File: src/rtl/dec_exec_issue_ctrl.sv
// -----------------------------------------------------------------------------
// dec_exec_issue_ctrl
//
// Issue scheduler sitting between decode and execute. It owns one registered
// decode-to-execute slot and a per-register scoreboard that counts writes which
// have been issued but not yet retired by writeback. Decode is stalled on RAW
// hazards (a source register still has an outstanding write) and on WAW
// hazards (the destination register still has an outstanding write), which
// keeps retirement in order per register. A branch/exception flush drops a
// slot that execute has not yet accepted and undoes its scoreboard increment.
//
// Optional feature, selected by the macro DEC_EXEC_ISSUE_WAW_PASS_EN:
//   undefined (default) : strict WAW stall, at most one write in flight per reg.
//   defined             : writes to a busy register may issue until its counter
//                         saturates at 2**CNT_W-1; sources still stall while
//                         the counter is non-zero.
//
// Parameters:
//   PKT_W  width of the opaque decoded packet forwarded to execute
//   CNT_W  width of each per-register outstanding-write counter
//   NREG   architectural register count (REG_W = $clog2(NREG))
//
// Ports:
//   clk, resetn              clock, asynchronous active-low reset
//   dec_vld / dec_rdy        decode handshake (dec_rdy is combinational and
//                            independent of dec_vld)
//   dec_pkt                  decoded packet
//   dec_rs/_use, dec_rt/_use source registers and their read enables
//   dec_rd, dec_wr_en        destination register and its write enable
//   dec_exec_vld/_rdy/_pkt   execute channel, this block is the master
//   wb_vld, wb_reg           writeback retiring one register write
//   flush                    discard the un-accepted slot, block issue
//   sb_busy                  registered: some counter is non-zero
//   sb_err                   sticky: writeback to a register with zero count
//
// Register 0 is hard-wired: never counted, never a hazard, its writebacks are
// ignored.
// -----------------------------------------------------------------------------
module dec_exec_issue_ctrl #(
  parameter  int PKT_W = 64,
  parameter  int CNT_W = 2,
  parameter  int NREG  = 32,
  localparam int REG_W = $clog2(NREG)
) (
  input  logic             clk,
  input  logic             resetn,
  // decode side
  input  logic             dec_vld,
  output logic             dec_rdy,
  input  logic [PKT_W-1:0] dec_pkt,
  input  logic [REG_W-1:0] dec_rs,
  input  logic             dec_rs_use,
  input  logic [REG_W-1:0] dec_rt,
  input  logic             dec_rt_use,
  input  logic [REG_W-1:0] dec_rd,
  input  logic             dec_wr_en,
  // execute side
  output logic             dec_exec_vld,
  input  logic             dec_exec_rdy,
  output logic [PKT_W-1:0] dec_exec_pkt,
  // writeback / control
  input  logic             wb_vld,
  input  logic [REG_W-1:0] wb_reg,
  input  logic             flush,
  // status
  output logic             sb_busy,
  output logic             sb_err
);

  // ---------------------------------------------------------------------------
  // State
  // ---------------------------------------------------------------------------
  logic             slot_vld_q, slot_vld_d;
  logic [PKT_W-1:0] slot_pkt_q, slot_pkt_d;
  // Destination of the held slot and whether issuing it bumped a counter;
  // needed so a flush can undo exactly that increment.
  logic [REG_W-1:0] slot_rd_q,  slot_rd_d;
  logic             slot_inc_q, slot_inc_d;

  logic [CNT_W-1:0] cnt_q [NREG];
  logic [CNT_W-1:0] cnt_d [NREG];

  logic             sb_busy_q, sb_busy_d;
  logic             sb_err_q,  sb_err_d;

  // ---------------------------------------------------------------------------
  // Hazard detection against the registered counters (no writeback bypass)
  // ---------------------------------------------------------------------------
  logic rs_haz, rt_haz, rd_haz, hazard;

  assign rs_haz = dec_rs_use && (dec_rs != '0) && (cnt_q[dec_rs] != '0);
  assign rt_haz = dec_rt_use && (dec_rt != '0) && (cnt_q[dec_rt] != '0);

`ifdef DEC_EXEC_ISSUE_WAW_PASS_EN
  localparam logic [CNT_W-1:0] CNT_MAX = '1;
  // A write may overtake earlier writes to the same register; only a full
  // counter stops it.
  assign rd_haz = dec_wr_en && (dec_rd != '0) && (cnt_q[dec_rd] == CNT_MAX);
`else
  // Any outstanding write to the destination stalls, so at most one write per
  // register is ever in flight and retirement order is trivially preserved.
  assign rd_haz = dec_wr_en && (dec_rd != '0) && (cnt_q[dec_rd] != '0);
`endif

  assign hazard = rs_haz || rt_haz || rd_haz;

  // ---------------------------------------------------------------------------
  // Handshake
  // ---------------------------------------------------------------------------
  logic slot_free;
  logic issue;
  logic issue_inc;
  logic flush_drop;

  assign slot_free  = !slot_vld_q || dec_exec_rdy;
  // resetn is folded in so decode sees no acceptance while reset is asserted.
  assign dec_rdy    = resetn && slot_free && !hazard && !flush;
  assign issue      = dec_vld && dec_rdy;
  assign issue_inc  = issue && dec_wr_en && (dec_rd != '0);
  // A flush only removes the slot if execute is not taking it this cycle;
  // an accepted instruction is already committed downstream.
  assign flush_drop = flush && slot_vld_q && !dec_exec_rdy;

  // ---------------------------------------------------------------------------
  // Slot next state
  // ---------------------------------------------------------------------------
  always_comb begin
    // NOTE: every variable gets a default first so no path leaves it unassigned,
    // otherwise synthesis would infer a latch.
    slot_vld_d = slot_vld_q;
    slot_pkt_d = slot_pkt_q;
    slot_rd_d  = slot_rd_q;
    slot_inc_d = slot_inc_q;

    if (flush_drop) begin
      slot_vld_d = 1'b0;
      slot_inc_d = 1'b0;
    end else if (issue) begin
      slot_vld_d = 1'b1;
      slot_pkt_d = dec_pkt;
      slot_rd_d  = dec_rd;
      slot_inc_d = issue_inc;
    end else if (dec_exec_rdy) begin
      // Drained with nothing behind it.
      slot_vld_d = 1'b0;
      slot_inc_d = 1'b0;
    end
  end

  // ---------------------------------------------------------------------------
  // Scoreboard next state
  //
  // Per register: avail = cnt - flush_undo; a writeback consumes one from
  // avail (or flags an error if nothing is left); the issue increment is added
  // last. An increment never meets a full counter because the hazard logic
  // refused the issue in that case.
  // ---------------------------------------------------------------------------
  logic [CNT_W:0] avail;
  logic           hit_inc, hit_wb, hit_undo;
  logic           wb_err;
  logic           busy_any;

  always_comb begin
    avail    = '0;
    hit_inc  = 1'b0;
    hit_wb   = 1'b0;
    hit_undo = 1'b0;
    wb_err   = 1'b0;
    busy_any = 1'b0;

    for (int r = 0; r < NREG; r++) begin
      cnt_d[r] = cnt_q[r];
      avail    = '0;
      hit_inc  = 1'b0;
      hit_wb   = 1'b0;
      hit_undo = 1'b0;

      if (r != 0) begin
        hit_inc  = issue_inc && (dec_rd == REG_W'(r));
        hit_wb   = wb_vld && (wb_reg == REG_W'(r));
        hit_undo = flush_drop && slot_inc_q && (slot_rd_q == REG_W'(r));

        avail = {1'b0, cnt_q[r]} - {{CNT_W{1'b0}}, hit_undo};
        if (hit_wb) begin
          if (avail == '0) begin
            // Retiring a write that was never issued: hold at zero, report.
            wb_err = 1'b1;
          end else begin
            avail = avail - 1'b1;
          end
        end
        avail    = avail + {{CNT_W{1'b0}}, hit_inc};
        cnt_d[r] = avail[CNT_W-1:0];
      end

      busy_any = busy_any || (cnt_d[r] != '0);
    end
  end

  // sb_busy is registered from the next-state counters so it lines up with
  // the counters themselves.
  assign sb_busy_d = busy_any;
  assign sb_err_d  = sb_err_q || wb_err;

  // ---------------------------------------------------------------------------
  // Registers
  // ---------------------------------------------------------------------------
  // NOTE: sequential state uses non-blocking assignments so every flop samples
  // the pre-edge value of every other flop, independent of statement order.
  always_ff @(posedge clk or negedge resetn) begin
    if (!resetn) begin
      slot_vld_q <= 1'b0;
      slot_pkt_q <= '0;
      slot_rd_q  <= '0;
      slot_inc_q <= 1'b0;
      sb_busy_q  <= 1'b0;
      sb_err_q   <= 1'b0;
      // NOTE: the counter array is real state that gates issue, not a data
      // buffer, so every entry is reset; a stale count would stall forever.
      for (int r = 0; r < NREG; r++) begin
        cnt_q[r] <= '0;
      end
    end else begin
      slot_vld_q <= slot_vld_d;
      slot_pkt_q <= slot_pkt_d;
      slot_rd_q  <= slot_rd_d;
      slot_inc_q <= slot_inc_d;
      sb_busy_q  <= sb_busy_d;
      sb_err_q   <= sb_err_d;
      for (int r = 0; r < NREG; r++) begin
        cnt_q[r] <= cnt_d[r];
      end
    end
  end

  // ---------------------------------------------------------------------------
  // Outputs
  // ---------------------------------------------------------------------------
  assign dec_exec_vld = slot_vld_q;
  assign dec_exec_pkt = slot_pkt_q;
  assign sb_busy      = sb_busy_q;
  assign sb_err       = sb_err_q;

endmodule

File: config.mk
export PLATFORM = sky130hd
export DESIGN_NAME = dec_exec_issue_ctrl
export DESIGN_NICKNAME = d
export VERILOG_FILES = /design/src/rtl/dec_exec_issue_ctrl.sv
export SDC_FILE = /design/constraint.sdc
export NUM_CORES = 1
export LEC_CHECK = 0
export CAP_MARGIN = 20
export CORE_MARGIN = 4
export CORE_UTILIZATION = 45
export CTS_CLUSTER_SIZE = 14
export DETAILED_ROUTE_END_ITERATION = 10
export GPL_TIMING_DRIVEN = 1
export PLACE_DENSITY = 0.74
export SLEW_MARGIN = 20
export SYNTH_ARGS = -nofsm -noshare
export SYNTH_HDL_FRONTEND = slang
export SYNTH_SLANG_ARGS = --single-unit
export TNS_END_PERCENT = 100
File: constraint.sdc
create_clock -name clk -period 4.3 [get_ports clk]
set_clock_uncertainty 0.2 [all_clocks]
set_input_delay 0.43 -clock clk [delete_from_list [all_inputs] [get_ports clk]]
set_output_delay 0.43 -clock clk [all_outputs]
set_load 0.05 [all_outputs]
==> flow_summary.yaml <==
synthesis:
  synthesis.nets: 1094
  mappedNetlistArea_sq_um: 9390
  synth.distinct_cells: 65
  ys.warnings.count: 0
  yosysTopAreaCell: "dfrtp_1"
  synth.area.top_cells: "dfrtp_1 (36%), ha_1 (13%), mux2_4 (9.6%)"
  synth_top_flop_cell: "dfrtp_1"
  yosys.area.top_type_share: 0.360
  ys_seq_area_frac: 0.360
  synth_cells: 903
  synth_edf_count: 0
  synth_most_common_cell: "dfrtp_1"
  synthTopCellsByCount: "dfrtp_1 (135), ha_1 (98), nor2_1 (78)"
  synth-seq-cells: 135
  synth-async-reset-ratio: 1.00
  avgSynthCellArea_sq_um: 10.4
global_route:
  grt.busiest_layer: "met2"
  antenna_found_initial: 0
  use_met1: 0.357
  grt_use_met3: 0.0571
  grt_pass1_wl_mm: 49.2
  use_met2: 0.441
  grt_max_degree: 136
  grt_pass1_vias: 8538
  grtUsageTotal: 0.273
  gr-total-overflow: 0
pwr:
  p_sw_w: 0.00311
  power.share.clock: 0.204
  comb_power_share: 0.517
  p_sw_frac: 0.423
  p_per_area_nw_per_um2: 531
  seqPwrFrac: 0.279
  vdd_ir_drop_max_v: 0.000296
  cellInternalPower_w: 0.00425
  power_leakage_nw: 6.53
die:
  io_pins: 161
  rows: 52
  die-area_sq_um: 23200
  die_x_microns: 152
  start_util: 0.461
  die_y_microns: 152
  coreArea_sq_um: 20400
worst_setup_path:
  cp.buffers_inverters: 4
  start_kind: "register"
  slowest_stage: "dfrtp_1"
  reg2reg_from: "cnt_q[42]$_DFF_PN0_"
  worstSetupStartpoint: "cnt_q[42]$_DFF_PN0_"
  cp.required_ns: 4.42
  path_cells: "nor2_1 > mux4_2 > or2_4 > a2111oi_4 > nor4_4 > o21ai_4 > buf_12 > buf_4 > nor4_1 > buf_4 > ha_1 > nor4_1 > buf_4 > nand4_1 > nor4_2 > nand4_1 > or3_1"
  critPathMaxStageDelay_ns: 0.48
  path_common_cell: "buf_4"
  crit_type: "register to register"
  crit_fanout: 7
  cp_data_arrival_time_ns: 4.33
  crit_family: "simple AND/OR/NAND/NOR gates"
  end_kind: "register"
layout:
  antenna_cells: 0
  fill_cells: 1529
  layout.nets: 1427
  finalNonFillerCells: 1519
  drive_gt1_frac: 0.311
  stdcell_area_sq_um: 13900
  synthToLayoutAreaGrowth_pct: 47.6
route:
  wire_per_inst_microns: 22.3
  first_pass_iters: 6
  drtAntennaViolNets: 0
  wl_mm: 33.9
  drcViolationCount: 0
  dr_total_vias: 8864
  drt_iter0_drc: 925
  vias_per_cell: 5.84
cts:
  clk_latency_ns: 0.44
  clock-sinks: 135
  htreeDepth: 4
  clock_path_buffers: 2
  cts_tree: "done"
  clock-root-buffer: "clkbuf_16"
  numCtsBuffers: 17
  clk_pin_slew_worst_paths_ns: 0.06
placement:
  dpl_worst_slack_ns: -0.691
  gp_congestion: 1.05
  placed_area_sq_um: 12500
  hpwl_mm: 25.7
  portBuffers: 160
  placed_cells: 1471
sta:
  finalHoldViolCount: 0
  tightest_slew_ns: 0.957
  slew_violations: 0
  max_slew_margin: 0.362
  fmax_mhz: 237
  fin_ws_ns: 0.0892
  timing.final.crit_share: 0.979
  setup_viol: 0
  min_period_ns: 4.21
  hold_ws_ns: 0.197
hold_path:
  hp-class: "input pin to register"
  min-delay-start: "dec_exec_rdy"
run:
  maxCapViolCount: 0
run_status:
  outcome: "finished clean"
[power groups by stage]
stage                     clock, W  sequential (W)  combinational, W
after floorplan                  0         0.00281           0.00128
after global placement           0         0.00203           0.00350
after detailed placement         0         0.00206           0.00356
after CTS                  0.00152         0.00204           0.00361
after global routing       0.00159         0.00211           0.00400
final                      0.00150         0.00205           0.00380
[area by class of cell]
cell class,count,area [sq um],area share
clock buffers,18,429,0.0310
clock inverters,14,161,0.0116
inverters,63,240,0.0173
multi-input cells,663,6090,0.440
flip-flops and latches,135,3380,0.244
well taps,270,338,0.0244
repair buffers,356,3220,0.232
[metal layers]
metal	vias up	routed length (microns)	part of all wire
li1	3925	-	-
met4	0	1460	0.043
met2	617	15400	0.45
met3	116	3740	0.11
met1	4206	13300	0.39
met5	-	0	0
[layout by cell type, fill, tap and decap left out, types with 13 or more instances in the layout]
cell and n:
buf_4 182, clkdlybuf4s50_1 152, dfrtp_1 135, ha_1 89
nor2_1 69, inv_1 62, mux2_4 60, xor2_1 40
nand3_1 35, nand2_1 31, nor3_1 25, o21ai_0 22
xnor2_1 21, mux2i_1 20, nor4_1 20, nand2b_1 17
clkbuf_16 17, nor2b_1 15, nor4_4 13
[repair_timing]
action,4_1_cts,5_1_grt
gates resized for setup,20,103
hold endpoints to repair,8,0
setup endpoints to repair,1,1
pin swaps,1,42
buffers inserted,0,13
hold buffers,1,0
gates cloned,0,2
[worst paths after layout]
| kind | endpoint | slack (ns) | cells after the start |
|---|---|---|---|
| worst min register to register | dec_exec_pkt[43]$_DFFE_PN0P_ | 0.29 | 1 |
| worst max register to register | sb_busy$_DFF_PN0_ | 0.09 | 17 |
| worst min-delay path | slot_inc_q$_DFFE_PN0P_ | 0.20 | 3 |
| worst max-delay path | sb_busy$_DFF_PN0_ | 0.09 | 17 |
| max in group asynchronous | cnt_q[61]$_DFF_PN0_ | 2.70 | 3 |
| min in group asynchronous | cnt_q[9]$_DFF_PN0_ | 0.36 | 3 |
[tightest hold or removal path, cell delays in order]
cell and delay [ns]:
dlymetal6s2s_1 0.15, nand3b_1 0.14, mux2i_1 0.07
[cell families (layout without fill, tap and decap cells)]
group           count (synthesis)  in the layout  synth area share
compound gates                 91             91            0.0670
simple gates                  312            312             0.176
xor+xnor                       62             62            0.0578
mux                           100            100             0.154
buf+inv                       105            451            0.0545
fa+ha+maj                      98             98             0.131
flops                         135            135             0.360
[through the flow]
stage / total power (W) / setup TNS, ns / util
after global routing: 0.00770 / -0.0676 / 0.681
after global placement: 0.00554 / -0.865 / 0.615
after detailed placement: 0.00561 / -0.804 / 0.615
final: 0.00736 / 0 / 0.681
after CTS: 0.00717 / 0 / 0.649
after floorplan: 0.00409 / 0 / -
[sequential cells by signal, summed over array words and instances (netlist names)]
register / count
cnt_q: 62
sb_busy: 1
slot_rd_q: 5
slot_inc_q: 1
sb_err: 1
dec_exec_pkt: 64
dec_exec_vld: 1
(Power assumes the default switching activity.)
